--- src/rtl/ctrl_pkg.sv ---
// Shared control-pipe definitions: branch classes, ALU op classes, opcodes
// and the packed ID/EX control bundle.
package ctrl_pkg;

  typedef enum logic [1:0] {
    BR_NONE = 2'b00,
    BR_B    = 2'b01,
    BR_JALR = 2'b10,
    BR_J    = 2'b11
  } br_class_e;

  localparam logic [2:0] ALUOP_ADD   = 3'd0;
  localparam logic [2:0] ALUOP_BR    = 3'd1;
  localparam logic [2:0] ALUOP_R     = 3'd2;
  localparam logic [2:0] ALUOP_I     = 3'd3;
  localparam logic [2:0] ALUOP_LUI   = 3'd4;
  localparam logic [2:0] ALUOP_AUIPC = 3'd5;
  localparam logic [2:0] ALUOP_JUMP  = 3'd6;

  localparam logic [6:0] OP_R      = 7'b0110011;
  localparam logic [6:0] OP_BRANCH = 7'b1100011;
  localparam logic [6:0] OP_STORE  = 7'b0100011;
  localparam logic [6:0] OP_LOAD   = 7'b0000011;
  localparam logic [6:0] OP_IMM    = 7'b0010011;
  localparam logic [6:0] OP_JALR   = 7'b1100111;
  localparam logic [6:0] OP_JAL    = 7'b1101111;
  localparam logic [6:0] OP_LUI    = 7'b0110111;
  localparam logic [6:0] OP_AUIPC  = 7'b0010111;

  typedef struct packed {
    logic       valid;
    logic [2:0] aluop;
    logic       pctoregsrc;
    logic       alusrc;
    logic       rdsrc;
    logic       memread;
    logic       memwrite;
    logic       memtoreg;
    logic       regwrite;
    logic [1:0] branch;
  } ctrl_t;

  localparam ctrl_t CTRL_BUBBLE = '0;

endpackage

--- src/rtl/ctrl_pipe_reg_use_dec.sv ---
// Register-use decode: which source registers an opcode actually reads.
module reg_use_dec
  import ctrl_pkg::*;
(
  input  logic [6:0] opcode_i,
  output logic       use_rs1_o,
  output logic       use_rs2_o
);

  always_comb begin
    use_rs1_o = 1'b0;
    use_rs2_o = 1'b0;
    case (opcode_i)
      OP_R, OP_BRANCH, OP_STORE: begin
        use_rs1_o = 1'b1;
        use_rs2_o = 1'b1;
      end
      OP_LOAD, OP_IMM, OP_JALR: use_rs1_o = 1'b1;
      default: ;
    endcase
  end

endmodule

--- src/rtl/ctrl_pipe.sv ---
// ID/EX, EX/MEM, MEM/WB control pipeline with load-use bubbles, redirect
// squash and mem_busy freeze. Perf counters are built only with CTRL_PERF_EN.
module ctrl_pipe
  import ctrl_pkg::*;
#(
  parameter int REG_AW = 5,
  parameter int CNT_W  = 16
) (
  input  logic              clk,
  input  logic              rst_n,
  input  logic              id_valid,
  input  logic [6:0]        id_opcode,
  input  logic [REG_AW-1:0] id_rs1,
  input  logic [REG_AW-1:0] id_rs2,
  input  logic [REG_AW-1:0] id_rd,
  input  logic [2:0]        id_aluop,
  input  logic              id_pctoregsrc,
  input  logic              id_alusrc,
  input  logic              id_rdsrc,
  input  logic              id_memread,
  input  logic              id_memwrite,
  input  logic              id_memtoreg,
  input  logic              id_regwrite,
  input  logic [1:0]        id_branch,
  input  logic              ex_redirect,
  input  logic              mem_busy,
  output logic              ifid_hold,
  output logic              ex_valid,
  output logic [2:0]        ex_aluop,
  output logic              ex_pctoregsrc,
  output logic              ex_alusrc,
  output logic              ex_rdsrc,
  output logic              ex_memread,
  output logic              ex_memwrite,
  output logic              ex_memtoreg,
  output logic              ex_regwrite,
  output logic [1:0]        ex_branch,
  output logic [REG_AW-1:0] ex_rd,
  output logic              mem_valid,
  output logic              mem_memread,
  output logic              mem_memwrite,
  output logic              mem_memtoreg,
  output logic              mem_regwrite,
  output logic [REG_AW-1:0] mem_rd,
  output logic              wb_valid,
  output logic              wb_memtoreg,
  output logic              wb_regwrite,
  output logic [REG_AW-1:0] wb_rd,
  output logic [CNT_W-1:0]  stall_cnt,
  output logic [CNT_W-1:0]  flush_cnt
);

  ctrl_t             ex_q, ex_d, id_ctrl;
  logic [REG_AW-1:0] ex_rd_q, ex_rd_d;
  logic              mem_valid_q, mem_memread_q, mem_memwrite_q, mem_memtoreg_q, mem_regwrite_q;
  logic              mem_valid_d, mem_memread_d, mem_memwrite_d, mem_memtoreg_d, mem_regwrite_d;
  logic [REG_AW-1:0] mem_rd_q, mem_rd_d;
  logic              wb_valid_q, wb_memtoreg_q, wb_regwrite_q;
  logic              wb_valid_d, wb_memtoreg_d, wb_regwrite_d;
  logic [REG_AW-1:0] wb_rd_q, wb_rd_d;
  logic              use_rs1, use_rs2, rs_match, load_use;

  reg_use_dec u_reg_use_dec (
    .opcode_i  (id_opcode),
    .use_rs1_o (use_rs1),
    .use_rs2_o (use_rs2)
  );

  always_comb begin
    rs_match = (use_rs1 && (id_rs1 == ex_rd_q)) || (use_rs2 && (id_rs2 == ex_rd_q));
    load_use = ex_q.valid && ex_q.memread && (ex_rd_q != '0) && id_valid && rs_match;
  end

  // A redirect squashes the ID instruction, so holding IF/ID would be pointless.
  assign ifid_hold = mem_busy || (load_use && !ex_redirect);

  always_comb begin
    id_ctrl            = CTRL_BUBBLE;
    id_ctrl.valid      = 1'b1;
    id_ctrl.aluop      = id_aluop;
    id_ctrl.pctoregsrc = id_pctoregsrc;
    id_ctrl.alusrc     = id_alusrc;
    id_ctrl.rdsrc      = id_rdsrc;
    id_ctrl.memread    = id_memread;
    id_ctrl.memwrite   = id_memwrite;
    id_ctrl.memtoreg   = id_memtoreg;
    id_ctrl.regwrite   = id_regwrite && (id_rd != '0);
    id_ctrl.branch     = id_branch;
  end

  always_comb begin
    ex_d           = ex_q;
    ex_rd_d        = ex_rd_q;
    mem_valid_d    = mem_valid_q;
    mem_memread_d  = mem_memread_q;
    mem_memwrite_d = mem_memwrite_q;
    mem_memtoreg_d = mem_memtoreg_q;
    mem_regwrite_d = mem_regwrite_q;
    mem_rd_d       = mem_rd_q;
    wb_valid_d     = wb_valid_q;
    wb_memtoreg_d  = wb_memtoreg_q;
    wb_regwrite_d  = wb_regwrite_q;
    wb_rd_d        = wb_rd_q;
    if (!mem_busy) begin
      wb_valid_d     = mem_valid_q;
      wb_memtoreg_d  = mem_memtoreg_q;
      wb_regwrite_d  = mem_regwrite_q;
      wb_rd_d        = mem_rd_q;
      mem_valid_d    = ex_q.valid;
      mem_memread_d  = ex_q.memread;
      mem_memwrite_d = ex_q.memwrite;
      mem_memtoreg_d = ex_q.memtoreg;
      mem_regwrite_d = ex_q.regwrite;
      mem_rd_d       = ex_rd_q;
      if (ex_redirect || load_use || !id_valid) begin
        ex_d    = CTRL_BUBBLE;
        ex_rd_d = '0;
      end else begin
        ex_d    = id_ctrl;
        ex_rd_d = id_rd;
      end
    end
  end

  always_ff @(posedge clk or negedge rst_n) begin
    if (!rst_n) begin
      ex_q           <= CTRL_BUBBLE;
      ex_rd_q        <= '0;
      mem_valid_q    <= 1'b0;
      mem_memread_q  <= 1'b0;
      mem_memwrite_q <= 1'b0;
      mem_memtoreg_q <= 1'b0;
      mem_regwrite_q <= 1'b0;
      mem_rd_q       <= '0;
      wb_valid_q     <= 1'b0;
      wb_memtoreg_q  <= 1'b0;
      wb_regwrite_q  <= 1'b0;
      wb_rd_q        <= '0;
    end else begin
      ex_q           <= ex_d;
      ex_rd_q        <= ex_rd_d;
      mem_valid_q    <= mem_valid_d;
      mem_memread_q  <= mem_memread_d;
      mem_memwrite_q <= mem_memwrite_d;
      mem_memtoreg_q <= mem_memtoreg_d;
      mem_regwrite_q <= mem_regwrite_d;
      mem_rd_q       <= mem_rd_d;
      wb_valid_q     <= wb_valid_d;
      wb_memtoreg_q  <= wb_memtoreg_d;
      wb_regwrite_q  <= wb_regwrite_d;
      wb_rd_q        <= wb_rd_d;
    end
  end

  assign ex_valid      = ex_q.valid;
  assign ex_aluop      = ex_q.aluop;
  assign ex_pctoregsrc = ex_q.pctoregsrc;
  assign ex_alusrc     = ex_q.alusrc;
  assign ex_rdsrc      = ex_q.rdsrc;
  assign ex_memread    = ex_q.memread;
  assign ex_memwrite   = ex_q.memwrite;
  assign ex_memtoreg   = ex_q.memtoreg;
  assign ex_regwrite   = ex_q.regwrite;
  assign ex_branch     = ex_q.branch;
  assign ex_rd         = ex_rd_q;
  assign mem_valid     = mem_valid_q;
  assign mem_memread   = mem_memread_q;
  assign mem_memwrite  = mem_memwrite_q;
  assign mem_memtoreg  = mem_memtoreg_q;
  assign mem_regwrite  = mem_regwrite_q;
  assign mem_rd        = mem_rd_q;
  assign wb_valid      = wb_valid_q;
  assign wb_memtoreg   = wb_memtoreg_q;
  assign wb_rd         = wb_rd_q;
  // WB is frozen under mem_busy; masking keeps the commit to the release cycle only.
  assign wb_regwrite   = wb_regwrite_q && !mem_busy;

`ifdef CTRL_PERF_EN
  logic [CNT_W-1:0] stall_q, stall_d, flush_q, flush_d;

  function automatic logic [CNT_W-1:0] sat_inc(input logic [CNT_W-1:0] v);
    return (&v) ? v : v + 1'b1;
  endfunction

  always_comb begin
    stall_d = ifid_hold ? sat_inc(stall_q) : stall_q;
    flush_d = (ex_redirect && !mem_busy && id_valid) ? sat_inc(flush_q) : flush_q;
  end

  always_ff @(posedge clk or negedge rst_n) begin
    if (!rst_n) begin
      stall_q <= '0;
      flush_q <= '0;
    end else begin
      stall_q <= stall_d;
      flush_q <= flush_d;
    end
  end

  assign stall_cnt = stall_q;
  assign flush_cnt = flush_q;
`else
  assign stall_cnt = '0;
  assign flush_cnt = '0;
`endif

endmodule

--- config.mk ---
export PLATFORM = sky130hd
export DESIGN_NAME = ctrl_pipe
export DESIGN_NICKNAME = d
export VERILOG_FILES = /design/src/rtl/ctrl_pkg.sv /design/src/rtl/ctrl_pipe_reg_use_dec.sv /design/src/rtl/ctrl_pipe.sv
export SDC_FILE = /design/constraint.sdc
export NUM_CORES = 1
export LEC_CHECK = 0
export BUFFER_PORTS_ARGS = -buffer_cell sky130_fd_sc_hd__buf_4
export CAP_MARGIN = 20
export CORE_UTILIZATION = 45
export CTS_CLUSTER_DIAMETER = 100
export CTS_CLUSTER_SIZE = 30
export DETAILED_ROUTE_END_ITERATION = 16
export MAX_ROUTING_LAYER = met4
export PLACE_DENSITY_LB_ADDON = 0.08
export REMOVE_ABC_BUFFERS = 1
export SLEW_MARGIN = 30
export SYNTH_ARGS = -nofsm -noshare
export SYNTH_HDL_FRONTEND = slang
export SYNTH_HIERARCHICAL = 1
export SYNTH_SLANG_ARGS = --single-unit
--- constraint.sdc ---
create_clock -name clk -period 2.1 [get_ports clk]
set_input_delay 0 -clock clk [delete_from_list [all_inputs] [get_ports clk]]
set_output_delay 0 -clock clk [all_outputs]
set_load 0.03 [all_outputs]
==> results of run 1 <==
flip-flops by register name, indices dropped and copies added (netlist names), 2 cells and up:
register / cells
mem_rd: 5
ex_aluop: 3
ex_branch: 2
wb_rd: 5
ex_rd: 5
cells in the final DEF (no fill, tap or decap), types with 2 or more instances in the layout:
cell type,instances
conb_1,32
o21ai_2,8
nand2_1,19
inv_1,2
o21ai_0,8
xnor2_1,10
a32oi_1,17
clkinv_2,2
dfrtp_1,36
clkbuf_8,6
o21ai_1,2
buf_4,82
mux2_2,18
dlygate4sd3_1,17
nand4_1,2
worst max-delay path: cells and delay by family (launching register included):
family / cells / cell delay (ns)
compound gates: 2 / 0.44
buf+inv: 1 / 0.16
flops: 1 / 0.46
simple gates: 2 / 0.62
Yosys cell counts (4+ instances only):
master    n
o21ai_0   8
nand2_1  19
o21ai_2   8
a32oi_1  17
xnor2_1  10
buf_4    32
mux2_2   18
buf_2     4
dfrtp_1  36
what timing repair did:
action / CTS / global route
endpoints found under the hold margin: 52 / 0
buffers inserted: 0 / 1
setup endpoints to repair: 0 / 1
hold buffers: 17 / 0
power by group through the flow:
stage	clock network [mW]	logic, mW	registers, mW
6_report	0.508	0.660	0.842
5_1_grt	0.564	0.708	0.855
4_1_cts	0.531	0.663	0.844
3_5_place_dp	0	0.639	0.855
3_3_place_gp	0	0.633	0.855
2_1_floorplan	0	0.218	1.01
logic make-up after synthesis:
kind of cell	Yosys count	synth area share [%]
AOI/OAI and AO/OA	42	17.4
xor gates and xnor gates	10	4.36
buffers and inverters	43	15.2
DFF	36	44.8
muxes	18	10.1
other	1	0.187
and+or+nand+nor	29	7.91
per-stage QoR:
step	worst slack, ns	power, mW	area, um2
final	0.125	2.01	2780
after detailed placement	0.268	1.49	2500
after floorplan	0.247	1.23	1830
after CTS	0.0110	2.04	2770
after global placement	0.301	1.49	2500
after global routing	0.0462	2.13	2780
metal layers:
layer / vias up / wire length, um
met3: 10 / 403
met1: 760 / 1830
met2: 76 / 2040
li1: 777 / -
met5: - / 0
met4: 0 / 104
final timing paths:
path	startpoint	to	slack, ns	depth (start not counted)
worst min register to register	ex_alusrc$_DFFE_PN0N_	ex_alusrc$_DFFE_PN0N_	0.50	2
min in group asynchronous	rst_n	wb_rd[4]$_DFFE_PN0N_	0.20	2
worst min-delay path	id_regwrite	ex_regwrite$_DFFE_PN0N_	0.07	4
worst max register to register	ex_rd[3]$_DFFE_PN0N_	ex_rd[1]$_DFFE_PN0N_	0.19	6
worst max-delay path	ex_rd[3]$_DFFE_PN0N_	ifid_hold	0.12	5
max in group asynchronous	rst_n	ex_branch[0]$_DFFE_PN0N_	1.58	2
cell type report:
cell class,instances,area share [%]
clock buffer,6,2.98
clock inverter,2,0.361
inverter,2,0.271
multi-input combinational,131,33.4
sequential,36,32.5
tap,50,2.25
timing repair buffer,99,28.3
==> flow_summary.json, run 1 <==
{
  "clk_latency_ns": 0.29,
  "finish.utilization_pct": 67.0,
  "postRouteAntennaNets": 0,
  "maxCapViolations": 0,
  "use_met1_pct": 23.4,
  "wire_per_inst_um": 13.4,
  "htree_levels": 2,
  "seq_power_share_pct": 41.9,
  "ys_seq_area_share_pct": 44.8,
  "hpwl_um": 2960,
  "p_clk_share_pct": 25.3,
  "worstHoldPathType": "in2reg",
  "numPortBuffers": 75,
  "ys_types": 32,
  "cts_tree": "yes",
  "worst-setup-path-type": "reg2out",
  "crit_fanout": 6,
  "syn_avg_cell_area_um2": 11.2,
  "pin_count": 108,
  "area_growth_pct": 38.1,
  "slowest_delay_ns": 0.55,
  "fmax_mhz": 506,
  "p_sw_mw": 0.700,
  "grt_max_degree": 40,
  "synth_top_area_share_pct": 44.8,
  "netlist_instances": 179,
  "grtUsageTotal_pct": 20.3,
  "peakVddDrop_uv": 444,
  "synth_area_um2": 2010,
  "swShare_pct": 34.8,
  "fin_setup_tns_ns": 0,
  "fin_crit_sh_pct": 94.1,
  "p_int_mw": 1.31,
  "drc": 0,
  "setup_viol": 0,
  "grt_setup_unrepaired": "false",
  "synth_area_leaders": "dfrtp_1 45%, buf_4 12%, mux2_2 10%, a32oi_1 7.4%, xnor2_1 4.4%",
  "drt_iter0_drc": 77,
  "worst-endpoint-arrival_ns": 1.98,
  "synth_edf_count": 0,
  "finalWirelength_um": 4370,
  "combPwrFrac_pct": 32.8,
  "n_antenna_cell": 0,
  "crit_path_cell_trace": "or4_4, o2111ai_4, nor2_1, a21o_1, buf_4",
  "grt_pass1_wl_um": 6720,
  "crit_slowest_cell": "or4_4",
  "powerDensity_nw_per_um2": 725,
  "busiest_layer": "met2",
  "dieArea_um2": 4740,
  "drive_gt1_share_pct": 44.2,
  "vias": 1623,
  "async_flop_share_pct": 100,
  "hold_ws_ns": 0.0689,
  "cts_buffers": 5,
  "required_ns": 2.10,
  "multi_input_area_um2": 926,
  "gr-usage-met2_pct": 32.0,
  "start_util_pct": 48.5,
  "cts_num_sinks": 36,
  "grt-ovfl-total": 0,
  "die_h_um": 68.8,
  "yosys_most_used_dff": "dfrtp_1",
  "rows": 23,
  "grtUsageMet3_pct": 6.74,
  "first_pass_iters": 4,
  "nets": 314,
  "outcome": "complete, no violations",
  "cp-end-kind": "output port",
  "ctsLongestPathBuffers": 2,
  "synth_top_cell_by_area": "dfrtp_1",
  "die_x_um": 68.8,
  "placedCellCount": 300,
  "fillers": 347,
  "ys_ff_latch": 36,
  "gp_congestion": 0.678,
  "fin_crit_ns": 1.98,
  "p_leak_nw": 1.34,
  "worst_setup_path_start_kind": "register",
  "clkTransAtPathRegs_ns": 0.07,
  "synth-warning-count": 6,
  "skew_ns": 0.00245,
  "via_per_inst": 4.98,
  "cts_resized": 0,
  "cts-root-buf": "clkbuf_8",
  "hold_viol_final": 0,
  "stdcell_count": 326,
  "ff_latch_area_um2": 901,
  "coreArea_um2": 4140,
  "grt_pass1_vias": 1452,
  "slew_viol_final": 0,
  "antenna_found_initial": 0
}
No activity file was read; power rests on OpenSTA's default activity.
==> run 2: changes to the inputs <==
- PLACE_DENSITY: not set -> 0.9
- PLACE_DENSITY_LB_ADDON: 0.08 -> not set
- RECOVER_POWER: not set -> 50
==> flow_summary.json, run 2 (synthesized netlist as in run 1, its figures left out) <==
{
  "outcome": "complete, no violations",
  "r2r_slack_ns": 0.19,
  "crit_slowest_cell": "or4_4",
  "tightest_slew_ns": 0.894,
  "start_util_pct": 48.5,
  "n_antenna_cell": 0,
  "hpwl_um": 3140,
  "coreArea_um2": 4140,
  "maxCapViolations": 0,
  "grt_setup_unrepaired": "false",
  "clk_latency_ns": 0.28,
  "first_pass_iters": 4,
  "cts-root-buf": "clkbuf_8",
  "ctsLongestPathBuffers": 2,
  "postRouteAntennaNets": 0,
  "grt_pass1_vias": 1484,
  "slew_viol_final": 0,
  "reg2reg_depth": 6,
  "required_ns": 2.10,
  "final_common_cell": "buf_4",
  "fmax_mhz": 508,
  "numPortBuffers": 75,
  "r2r-end": "ex_pctoregsrc$_DFFE_PN0N_",
  "setup.worst_path.end": "ifid_hold",
  "fillers": 343,
  "die_x_um": 68.8,
  "antenna_found_initial": 0,
  "total_power_mw": 1.94,
  "cts_tree": "yes",
  "via_per_inst": 5.06,
  "worstHoldPathType": "in2reg",
  "worst-setup-path-type": "reg2out",
  "fin_crit_sh_pct": 93.6,
  "crit_path_start": "ex_rd[3]$_DFFE_PN0N_",
  "path_buf_inv": 1,
  "hold_viol_final": 0,
  "pin_count": 108,
  "cts_buffers": 5,
  "p_leak_nw": 1.31,
  "cp-end-kind": "output port",
  "cts_num_sinks": 36,
  "crit_fanout": 7,
  "clkTransAtPathRegs_ns": 0.06,
  "nets": 315,
  "crit_path_cell_trace": "or4_4, o2111ai_4, nor2_1, a21o_1, buf_4",
  "critical_path_depth": 5,
  "grt-ovfl-total": 0,
  "setup_viol": 0,
  "grt_pass1_wl_um": 6870,
  "cp_top_family": "simple AND/OR/NAND/NOR gates",
  "drc": 0,
  "wire_per_inst_um": 13.7,
  "die_h_um": 68.8,
  "gp_congestion": 0.716,
  "grt_max_degree": 40,
  "drt_iter0_drc": 83,
  "fin_setup_tns_ns": 0,
  "finish.utilization_pct": 66.2,
  "slowest_delay_ns": 0.55,
  "dieArea_um2": 4740,
  "htree_levels": 2,
  "r2r-start": "ex_rd[3]$_DFFE_PN0N_",
  "vias": 1651,
  "ff_latch_area_um2": 901,
  "area_growth_pct": 36.5,
  "multi_input_area_um2": 926,
  "grtUsageTotal_pct": 20.4,
  "slew_headroom_pct": 40.4,
  "fin_crit_ns": 1.97,
  "peakVddDrop_uv": 517,
  "drive_gt1_share_pct": 41.7,
  "worst_setup_path_start_kind": "register",
  "rows": 23,
  "powerDensity_nw_per_um2": 709,
  "final_cell_mix": "76 x buf_4, 36 x dfrtp_1, 32 x conb_1",
  "worst-endpoint-arrival_ns": 1.97,
  "skew_ns": 0.00673,
  "finalWirelength_um": 4470
}
run 2: cell types whose count changed in the layout (fill, tap and decap cells not counted), sizes merged:
| cell | change |
|---|---|
| clkbuf | +7 |
| clkinv | -1 |
| buf | -6 |
run 2: metrics by stage:
step           area, um2  hold WS [ns]  worst slack, ns  std cells
6_report            2740        0.0943            0.133        326
5_1_grt             2740         0.110           0.0472        326
4_1_cts             2740        0.0864           0.0344        322
3_5_place_dp        2490       -0.0125            0.211        298
3_3_place_gp        2490       -0.0165            0.282        298
2_1_floorplan       1830        -0.296            0.247        169
run 2: worst min-delay path by stage:
| stage | startpoint | to | slack, ns | depth (start not counted) |
|---|---|---|---|---|
| finish | id_regwrite | ex_regwrite$_DFFE_PN0N_ | 0.09 | 4 |
| global route | id_regwrite | ex_regwrite$_DFFE_PN0N_ | 0.11 | 4 |
| detailed placement | rst_n | wb_rd[1]$_DFFE_PN0N_ | -0.01 | 1 |
| CTS | id_regwrite | ex_regwrite$_DFFE_PN0N_ | 0.09 | 4 |
| floorplan | rst_n | ex_aluop[0]$_DFFE_PN0N_ | -0.30 | 0 |
| global placement | rst_n | wb_rd[1]$_DFFE_PN0N_ | -0.02 | 1 |
run 2: timing repair:
action,in CTS,in global routing
hold endpoints to repair,52,0
gates resized for setup,0,0
hold buffers,17,0
endpoints found under the setup margin,0,1
buffers inserted,0,4
run 2: final cells by class:
type / instances / area share (%)
clock buffer: 6 / 2.65
clock inverter: 1 / 0.182
inverter: 2 / 0.274
multi-input combinational: 131 / 33.8
sequential: 36 / 32.8
tap: 50 / 2.28
timing repair buffer: 100 / 28.0
run 2: worst register-to-register path, stage by stage (launching register included):
cell and delay (ns):
dfrtp_1 0.45, or4_4 0.55, o2111ai_4 0.29, buf_4 0.19
buf_4 0.15, a32oi_1 0.12, o21ai_2 0.09
run 2: metal layers:
metal  track usage, %  routed length (um)
met1             22.4                1780
met5                -                   0
met2             36.6                2250
met4             5.36                  25
met3             5.10                 417
run 2: report_power, final:
group,switching (mW),total (mW),internal (mW),leakage (nW)
clock,0.224,0.449,0.225,0.0410
combinational,0.392,0.650,0.258,0.796
sequential,0.0675,0.844,0.777,0.468
